$ cat config.mk
export PLATFORM = sky130hd
export DESIGN_NAME = rx_data_sampler_flat
export DESIGN_NICKNAME = d
export VERILOG_FILES = /design/src/rtl/uart_rx_pkg.sv /design/src/rtl/rx_data_sampler_if.sv /design/src/rtl/edge_bit_counter.sv /design/src/rtl/rx_data_sampler.sv /design/src/flat_wrapper.sv
export SDC_FILE = /design/constraint.sdc
export NUM_CORES = 1
export LEC_CHECK = 0
export CORE_ASPECT_RATIO = 1.25
export CORE_MARGIN = 5
export CORE_UTILIZATION = 50
export DETAILED_ROUTE_END_ITERATION = 10
export PLACE_DENSITY = 0.8
export SLEW_MARGIN = 10
export SYNTH_ARGS = -nofsm -noshare
export SYNTH_HDL_FRONTEND = slang
export SYNTH_SLANG_ARGS = --single-unit
$ cat constraint.sdc
create_clock -name CLK -period 2 [get_ports CLK]
set_input_delay 0.2 -clock CLK [delete_from_list [all_inputs] [get_ports CLK]]
set_output_delay 0.2 -clock CLK [all_outputs]
set_load 0.02 [all_outputs]
$ cat src/rtl/uart_rx_pkg.sv
// Shared definitions for the UART receive path.
// Holds the default counter widths, the supported oversampling ratios,
// the index of the last bit in a frame and a small majority helper used
// by the data sampler's three-sample voter.
package uart_rx_pkg;

  localparam int PRESC_W   = 6;
  localparam int BIT_CNT_W = 4;

  // Supported oversampling ratios.
  localparam logic [PRESC_W-1:0] PRESC_8  = 6'd8;
  localparam logic [PRESC_W-1:0] PRESC_16 = 6'd16;
  localparam logic [PRESC_W-1:0] PRESC_32 = 6'd32;

  // Start + 8 data + parity + stop: bit_cnt reaches this on the stop bit.
  localparam int FRAME_LAST_BIT = 10;

  // 2-out-of-3 vote; a single glitched sample is outvoted.
  function automatic logic majority3(input logic a, input logic b, input logic c);
    return (a & b) | (a & c) | (b & c);
  endfunction

endpackage

$ cat src/rtl/rx_data_sampler_if.sv
// Signal bundle between the RX FSM side and the data sampler.
// master: RX line source / FSM side (drives RX_IN, Prescale and the enables,
//         observes the synchronized line, counters and the voted bit).
// slave : the sampler itself.
// Signals:
//   RX_IN       raw serial line, idle high, asynchronous to CLK
//   Prescale    oversampling ratio
//   cnt_en      edge/bit counter enable
//   dat_samp_en sampling enable
//   rx_sync     synchronized RX_IN
//   edge_cnt    oversampling edge index within the current bit
//   bit_cnt     bit index within the frame (0 = start bit)
//   sampled_bit majority-voted bit value
//   samp_done   one-cycle pulse with each sampled_bit update
interface rx_data_sampler_if #(
  parameter int PRESC_W   = uart_rx_pkg::PRESC_W,
  parameter int BIT_CNT_W = uart_rx_pkg::BIT_CNT_W
) ();

  logic                 RX_IN;
  logic [PRESC_W-1:0]   Prescale;
  logic                 cnt_en;
  logic                 dat_samp_en;
  logic                 rx_sync;
  logic [PRESC_W-1:0]   edge_cnt;
  logic [BIT_CNT_W-1:0] bit_cnt;
  logic                 sampled_bit;
  logic                 samp_done;

  modport master (
    output RX_IN, Prescale, cnt_en, dat_samp_en,
    input  rx_sync, edge_cnt, bit_cnt, sampled_bit, samp_done
  );

  modport slave (
    input  RX_IN, Prescale, cnt_en, dat_samp_en,
    output rx_sync, edge_cnt, bit_cnt, sampled_bit, samp_done
  );

endinterface

$ cat src/rtl/edge_bit_counter.sv
// Oversampling edge counter and frame bit counter.
// Ports:
//   CLK         oversampling clock
//   RST         asynchronous, active-low reset
//   cntEn_i     count enable; when low both counters clear on every clock
//   prescale_i  oversampling ratio (edges per bit)
//   edgeCnt_o   edge index within the current bit, 0 .. prescale_i-1
//   bitCnt_o    bit index within the frame, saturating at all-ones
module edge_bit_counter #(
  parameter int PRESC_W   = uart_rx_pkg::PRESC_W,
  parameter int BIT_CNT_W = uart_rx_pkg::BIT_CNT_W
) (
  input  logic                 CLK,
  input  logic                 RST,
  input  logic                 cntEn_i,
  input  logic [PRESC_W-1:0]   prescale_i,
  output logic [PRESC_W-1:0]   edgeCnt_o,
  output logic [BIT_CNT_W-1:0] bitCnt_o
);

  logic [PRESC_W-1:0]   edgeCnt_q, edgeCnt_d;
  logic [BIT_CNT_W-1:0] bitCnt_q, bitCnt_d;
  logic [PRESC_W-1:0]   lastEdge;

  assign lastEdge = prescale_i - PRESC_W'(1);

  // Counter state registers.
  always_ff @(posedge CLK or negedge RST) begin
    if (!RST) begin
      edgeCnt_q <= '0;
      bitCnt_q  <= '0;
    end else begin
      edgeCnt_q <= edgeCnt_d;
      bitCnt_q  <= bitCnt_d;
    end
  end

  // Dropping the enable abandons the frame, so both counters restart from
  // zero. The bit counter sticks at all-ones so a stuck-enabled FSM can
  // never make a late bit look like the start bit again.
  always_comb begin
    edgeCnt_d = edgeCnt_q;
    bitCnt_d  = bitCnt_q;
    if (!cntEn_i) begin
      edgeCnt_d = '0;
      bitCnt_d  = '0;
    end else if (edgeCnt_q == lastEdge) begin
      edgeCnt_d = '0;
      if (bitCnt_q != '1) begin
        bitCnt_d = bitCnt_q + BIT_CNT_W'(1);
      end
    end else begin
      edgeCnt_d = edgeCnt_q + PRESC_W'(1);
    end
  end

  assign edgeCnt_o = edgeCnt_q;
  assign bitCnt_o  = bitCnt_q;

endmodule

$ cat src/rtl/rx_data_sampler.sv
// UART RX front end: synchronizes the raw line, runs the oversampling
// edge/bit counters and majority-votes three samples around each bit centre.
// Ports:
//   CLK   oversampling clock
//   RST   asynchronous, active-low reset
//   bus   rx_data_sampler_if slave modport (line, Prescale, enables in;
//         rx_sync, edge_cnt, bit_cnt, sampled_bit, samp_done out)
// Parameters:
//   SYNC_STAGES  synchronizer depth (2 or 3)
//   PRESC_W      width of Prescale and edge_cnt
//   BIT_CNT_W    width of bit_cnt
module rx_data_sampler #(
  parameter int SYNC_STAGES = 2,
  parameter int PRESC_W     = uart_rx_pkg::PRESC_W,
  parameter int BIT_CNT_W   = uart_rx_pkg::BIT_CNT_W
) (
  input logic               CLK,
  input logic               RST,
  rx_data_sampler_if.slave  bus
);

  import uart_rx_pkg::*;

  logic [SYNC_STAGES-1:0] sync_q;
  logic                   rxSync;
  logic [PRESC_W-1:0]     edgeCnt;
  logic [BIT_CNT_W-1:0]   bitCnt;
  logic [PRESC_W-1:0]     mid, midM1, midP1;
  logic                   s0_q, s0_d;
  logic                   s1_q, s1_d;
  logic                   sampledBit_q, sampledBit_d;
  logic                   sampDone_q, sampDone_d;

  // Line synchronizer. Flops reset to the idle-high level so a reset never
  // fabricates a start edge.
  always_ff @(posedge CLK or negedge RST) begin
    if (!RST) begin
      sync_q <= '1;
    end else begin
      sync_q <= {sync_q[SYNC_STAGES-2:0], bus.RX_IN};
    end
  end

  assign rxSync = sync_q[SYNC_STAGES-1];

  edge_bit_counter #(
    .PRESC_W   (PRESC_W),
    .BIT_CNT_W (BIT_CNT_W)
  ) uEdgeBitCounter (
    .CLK        (CLK),
    .RST        (RST),
    .cntEn_i    (bus.cnt_en),
    .prescale_i (bus.Prescale),
    .edgeCnt_o  (edgeCnt),
    .bitCnt_o   (bitCnt)
  );

  // Sample points straddle the bit centre: MID-1, MID, MID+1.
  assign mid   = bus.Prescale >> 1;
  assign midM1 = mid - PRESC_W'(1);
  assign midP1 = mid + PRESC_W'(1);

  // Voter registers.
  always_ff @(posedge CLK or negedge RST) begin
    if (!RST) begin
      s0_q         <= 1'b1;
      s1_q         <= 1'b1;
      sampledBit_q <= 1'b1;
      sampDone_q   <= 1'b0;
    end else begin
      s0_q         <= s0_d;
      s1_q         <= s1_d;
      sampledBit_q <= sampledBit_d;
      sampDone_q   <= sampDone_d;
    end
  end

  // The third sample is taken live from rxSync and voted in the same cycle,
  // so the result is visible from MID+2, well before the deserializer
  // captures at the last edge of the bit.
  always_comb begin
    s0_d         = s0_q;
    s1_d         = s1_q;
    sampledBit_d = sampledBit_q;
    sampDone_d   = 1'b0;
    if (bus.dat_samp_en) begin
      if (edgeCnt == midM1) begin
        s0_d = rxSync;
      end
      if (edgeCnt == mid) begin
        s1_d = rxSync;
      end
      if (edgeCnt == midP1) begin
        sampledBit_d = majority3(s0_q, s1_q, rxSync);
        sampDone_d   = 1'b1;
      end
    end
  end

  assign bus.rx_sync     = rxSync;
  assign bus.edge_cnt    = edgeCnt;
  assign bus.bit_cnt     = bitCnt;
  assign bus.sampled_bit = sampledBit_q;
  assign bus.samp_done   = sampDone_q;

endmodule

$ cat src/flat_wrapper.sv
// flat-port wrapper written by rule: the top's interface ports become plain ports
module rx_data_sampler_flat import uart_rx_pkg::*;
#(
  parameter int SYNC_STAGES = 2,
  parameter int PRESC_W     = uart_rx_pkg::PRESC_W,
  parameter int BIT_CNT_W   = uart_rx_pkg::BIT_CNT_W
)
  (CLK, RST, bus_RX_IN, bus_Prescale, bus_cnt_en, bus_dat_samp_en, bus_rx_sync, bus_edge_cnt, bus_bit_cnt, bus_sampled_bit, bus_samp_done);
  rx_data_sampler_if #(.PRESC_W(PRESC_W), .BIT_CNT_W(BIT_CNT_W)) bus_i ();
  input logic CLK;
  input logic RST;
  input wire logic [$bits(bus_i.RX_IN)-1:0] bus_RX_IN;
  input wire logic [$bits(bus_i.Prescale)-1:0] bus_Prescale;
  input wire logic [$bits(bus_i.cnt_en)-1:0] bus_cnt_en;
  input wire logic [$bits(bus_i.dat_samp_en)-1:0] bus_dat_samp_en;
  output wire logic [$bits(bus_i.rx_sync)-1:0] bus_rx_sync;
  output wire logic [$bits(bus_i.edge_cnt)-1:0] bus_edge_cnt;
  output wire logic [$bits(bus_i.bit_cnt)-1:0] bus_bit_cnt;
  output wire logic [$bits(bus_i.sampled_bit)-1:0] bus_sampled_bit;
  output wire logic [$bits(bus_i.samp_done)-1:0] bus_samp_done;
  assign bus_i.RX_IN = bus_RX_IN;
  assign bus_i.Prescale = bus_Prescale;
  assign bus_i.cnt_en = bus_cnt_en;
  assign bus_i.dat_samp_en = bus_dat_samp_en;
  assign bus_rx_sync = bus_i.rx_sync;
  assign bus_edge_cnt = bus_i.edge_cnt;
  assign bus_bit_cnt = bus_i.bit_cnt;
  assign bus_sampled_bit = bus_i.sampled_bit;
  assign bus_samp_done = bus_i.samp_done;
  rx_data_sampler #(.SYNC_STAGES(SYNC_STAGES), .PRESC_W(PRESC_W), .BIT_CNT_W(BIT_CNT_W)) u_core (.CLK(CLK), .RST(RST), .bus(bus_i));
endmodule
## Yosys cells after proc, flatten, opt, wreduce, memory -nomap -nowiden

Index checks and enable logic that the tools add are counted.

| cells by class | value |
|---|---|
| add/sub/neg operators | 5 |
| equal/unequal tests | 7 |
| muxes and demuxes | 7 |
| bitwise operators | 5 |
| reduce and logical (&&, ||, !) cells | 4 |

Operator list:

| operator | number |
|---|---|
| equality test 6 bit | 3 |
| two-way mux 4 bit | 3 |
| two-way mux 6 bit | 2 |
| AND reduction 2 bit | 4 |
| adder 5 x 1 -> 6 bit, second input constant | 1 |
| adder 6 x 1 -> 6 bit, second input constant | 1 |
| equality test 6 x 5 -> 1 bit | 1 |
| subtractor 5 x 1 -> 6 bit, second input constant | 1 |
| subtractor 6 x 1 -> 6 bit, second input constant | 1 |
| adder 4 x 1 -> 4 bit, second input constant | 1 |
| != test 2 x 1 -> 1 bit, second input constant | 2 |
| != test 4 bit, second input constant | 1 |
| AND 1 bit | 3 |
| two-way mux 1 bit | 2 |
| bitwise OR 1 bit | 2 |

| storage, ports and cells | value |
|---|---|
| register bits | 16 |
| input port bits | 11 |
| word-level logic and storage cells | 35 |

## Depth between registers and ports, before layout

| logic depth | value |
|---|---|
| depth in word-level cells | 4 |
| gate-level depth with buffers | 7 |
| depth with buffers taken out | 7 |

## Modules after synthesis

A second synthesis with hierarchy kept.

| second synthesis, totals | value |
|---|---|
| cell total of the unflattened synthesis | 120 |
| area total of the unflattened synthesis | 1171.1 µm² |

By module, submodules not included:

| module | times used | cells an instance | area each (µm²) | sequential area each (µm²) |
|---|---|---|---|---|
| edge_bit_counter | 1 | 69 | 641.9 | 250.2 |
| rx_data_sampler | 1 | 51 | 529.3 | 156.4 |

## Worst setup path after synthesis

Ideal clock, no wire load.

| timing | value |
|---|---|
| path kind | reg2reg |
| start | reg u_core.uEdgeBitCounter.edgeCnt_q[3], in the netlist u_core.uEdgeBitCounter.edgeCnt_o[3] |
| end | reg u_core.uEdgeBitCounter.bitCnt_q[0], in the netlist u_core.uEdgeBitCounter.bitCnt_o[0] |
| library setup time | 79 ps |
| arrival | 1585 ps |
| required time | 1921 ps |
| path slack | 335 ps |
| cell stages (with the launch flop) | 7 |
| clock period less this slack | 1665 ps |
| cells stage by stage | dfrtp_1 > buf_2 > xor2_1 > xnor2_1 > nand4_1 > a311oi_2 > mux2i_1 |

| on the way | value |
|---|---|
| cells in the longest elaborated chain, start to end | 3 |

RTL lines:

| item | line | text |
|---|---|---|
| start: declaration | edge_bit_counter.sv:21 | `logic [PRESC_W-1:0] edgeCnt_q, edgeCnt_d;` |
| start signal: assignment | edge_bit_counter.sv:33 | `edgeCnt_q <= edgeCnt_d;` |
| equality test 6 bit | edge_bit_counter.sv:47 | `end else if (edgeCnt_q == lastEdge) begin` |
| != test 2 x 1 -> 1 bit (no source line) | n/a |  |
| AND reduction 2 bit (no source line) | n/a |  |
| end signal: assignment | edge_bit_counter.sv:34 | `bitCnt_q <= bitCnt_d;` |
| end: declaration | edge_bit_counter.sv:22 | `logic [BIT_CNT_W-1:0] bitCnt_q, bitCnt_d;` |

No other way between the ends.
A chain may end at the register's enable or synchronous reset.

## Worst setup path after layout

| timing | value |
|---|---|
| start | in bus_Prescale[0] |
| end | reg u_core.uEdgeBitCounter.bitCnt_q[1], in the netlist u_core.uEdgeBitCounter.bitCnt_o[1] |

| on the way | value |
|---|---|
| cells in the longest elaborated chain, start to end | 4 |

RTL lines:

| item | line | text |
|---|---|---|
| start: declaration | flat_wrapper.sv:13 | `input wire logic [$bits(bus_i.Prescale)-1:0] bus_Prescale;` |
| subtractor 6 x 1 -> 6 bit | edge_bit_counter.sv:25 | `assign lastEdge = prescale_i - PRESC_W'(1);` |
| equality test 6 bit | edge_bit_counter.sv:47 |  |
| != test 2 x 1 -> 1 bit (no source line) | n/a |  |
| AND reduction 2 bit (no source line) | n/a |  |

No other way between the ends.

==> qor.yml <==
placedCellCount: 175
syn_to_final_growth_pct: 30.4
fin_skew_ns: 0.00141
start_util_pct: 52.2
finalWorstPathRequiredPeriod_ns: 1.89
setup_tns_ns: 0
layout_commonest_cell: "clkdlybuf4s50_1"
layout_common_cells: "clkdlybuf4s50_1 (22), xnor2_1 (16), nand2_1 (11), dfrtp_1 (11)"
final_layout_size_suffix_gt1_share_pct: 20.9
clk_pin_slew_ns: 0.09
synth-xor-area-share_pct: 22.8
rsz0062_at_grt: "no"
grt.overflow.total: 0
antennaDiodeCount: 0
path_max_fanout: 4
power_frac_comb_pct: 28.1
grt_max_degree: 17
intPower_uw: 611
drt-vias-per-instance: 5.15
power_frac_seq_pct: 47.1
drv_slew: 0
final.fill_count: 180
syn-num-nets: 135
peakVddDrop_mv: 0.542
layoutNonFillerInstCount: 179
synthCells: 118
synth_ff_type: "dfrtp_1"
tightestPinTransition_ns: 0.683
ys_async_sr_fraction_pct: 100
port_buffers: 23
cts_tree: "done"
dpl.hpwl_um: 2010
path_class: "in -> reg"
synthesis.area_um2: 1150
clk_path_buf_depth: 2
grt_pass1_vias: 980
clock_latency_ns: 0.29
status: "finished clean"
synth_mux_area_share_pct: 6.72
required_ns: 2.21
drtIter0Drc: 17
p_clk_share_pct: 24.7
synth_compound_gate_area_share_pct: 4.33
synth_top_family_by_area: "XOR/XNOR gates"
coreArea_um2: 2210
power.switching_uw: 239
place_area_um2: 1450
fin_crit_sh_pct: 94.3
wl_per_cell_um: 14.1
place.gp.congestion: 0.780
grt_pass1_wl_um: 4320
dieArea_um2: 3380
antenna_found_initial: 0
p_total_uw: 850
antenna_left: 0
cp-start-kind: "input port"
finalSetupViolCount: 0
cts_buffers: 3
slew_headroom_pct: 54.3
postLayoutCellArea_um2: 1510
dr.pass1.iters: 4
io_pins: 24
synth_edf_count: 0
final_core_util_pct: 68.1
die_y_um: 63.7
root_buffer: "clkbuf_4"
max_cap_violations: 0
synth-warning-count: 0
fmax_ghz: 0.530
cts.sinks: 16
holdCritPathClass: "in -> reg"
synth_seq_cells: 16
cp.arrival_ns: 2.10
power_density_nw_per_um2: 564
die_w_um: 53.0
synth_cell_types: 34
p_leak_uw: 0.000613
synthAdderAreaFrac_pct: 7.37
globalRouteTotalUtil_pct: 17.2
htreeDepth: 1
avgSynthCellArea_um2: 9.79
switching_share_pct: 28.1
fin_nets: 166
hold_viol_final: 0
rows: 19
vias: 921
drc: 0
yosys.area_share.simple_pct: 17.8
cp-end-kind: "flip-flop"
wl_um: 2520
yosysSeqAreaShare_pct: 35.2
-- stage by stage --
stage,hold slack [ns],worst slack (ns)
2_1_floorplan,-0.0956,0.335
6_report,0.314,0.114
4_1_cts,0.310,0.0345
5_1_grt,0.301,0.0345
3_5_place_dp,0.349,-0.238
3_3_place_gp,0.347,-0.171
-- what timing repair did --
action,in CTS,in global routing
hold buffers,0,0
resized for setup,0,7
endpoints found under the hold margin,0,0
buffers inserted,0,0
setup endpoints to repair,0,2
-- flip-flops by register name, indices dropped and copies added, names as in the netlist --
name                              cells
u_core.uEdgeBitCounter.edgeCnt_o      6
u_core.uEdgeBitCounter.bitCnt_o       4
u_core.sync_q                         2
u_core.bus.samp_done                  1
u_core.bus.sampled_bit                1
u_core.s0_q                           1
u_core.s1_q                           1
-- logic make-up (layout without fill, tap and decap cells) --
family / count (synthesis) / count (layout)
flops: 16 / 16
compound gates: 7 / 7
buf+inv: 14 / 44
mux: 7 / 7
xor+xnor: 27 / 27
simple gates: 40 / 40
fa+ha+maj: 7 / 7
-- synth_stat cells (all sizes together) (2+ instances only) --
master  number  area, um2
xor2        10        106
dfstp        5        131
nand4        2       12.5
dfrtp       11        275
ha           6       75.1
o21ai        4       20.0
mux2i        4       40.0
inv          8       30.0
nor2         8       30.0
nor3b        2       20.0
nor3         6       30.0
nand3        5       25.0
xnor2       17        156
buf          5       33.8
mux2         3       37.5
nand2       11       41.3
-- final cells by class --
type | instances | area (um2) | area share (%)
multi-input combinational | 88 | 694 | 46.1
sequential | 16 | 407 | 27.0
timing repair buffer | 32 | 300 | 19.9
tap | 31 | 38.8 | 2.57
clock buffer | 4 | 36.3 | 2.41
inverter | 8 | 30.0 | 1.99
-- path summary, 6_finish.rpt --
path                                                               start                                              to  slack [ns]  cells after the start
max in group asynchronous                                            RST  u_core.uEdgeBitCounter.bitCnt_o[0]$_DFFE_PN0P_        1.25                      1
max reg2reg                u_core.uEdgeBitCounter.edgeCnt_o[3]$_DFF_PN0_  u_core.uEdgeBitCounter.bitCnt_o[1]$_DFFE_PN0P_        0.18                      5
min in group asynchronous                                            RST  u_core.uEdgeBitCounter.bitCnt_o[1]$_DFFE_PN0P_        0.32                      1
min                                                            bus_RX_IN                      u_core.sync_q[0]$_DFF_PN1_        0.31                      1
min reg2reg                                   u_core.sync_q[0]$_DFF_PN1_                      u_core.sync_q[1]$_DFF_PN1_        0.36                      0
max                                                      bus_Prescale[0]  u_core.uEdgeBitCounter.bitCnt_o[1]$_DFFE_PN0P_        0.11                      8
-- critical path, cell delays in order --
cell and delay, ns:
clkdlybuf4s50_1 0.47, inv_1 0.05, ha_2 0.19, nor3b_2 0.16, xnor2_1 0.17, nand4_1 0.22
a311oi_2 0.41, mux2i_1 0.23
-- power groups by stage --
stage	combinational [uW]	clock (uW)	sequential, uW
after global placement	228	0	404
after floorplan	134	0	413
final	239	210	401
after global routing	259	238	405
after CTS	240	218	402
after detailed placement	239	0	408
-- metal layers --
metal,global-route usage [%],share of wire [%]
met1,18.0,39
met5,0,0
met2,30.3,53
met3,4.19,5.3
met4,9.90,2.5
Note: power is estimated with default switching activity, not from simulation.
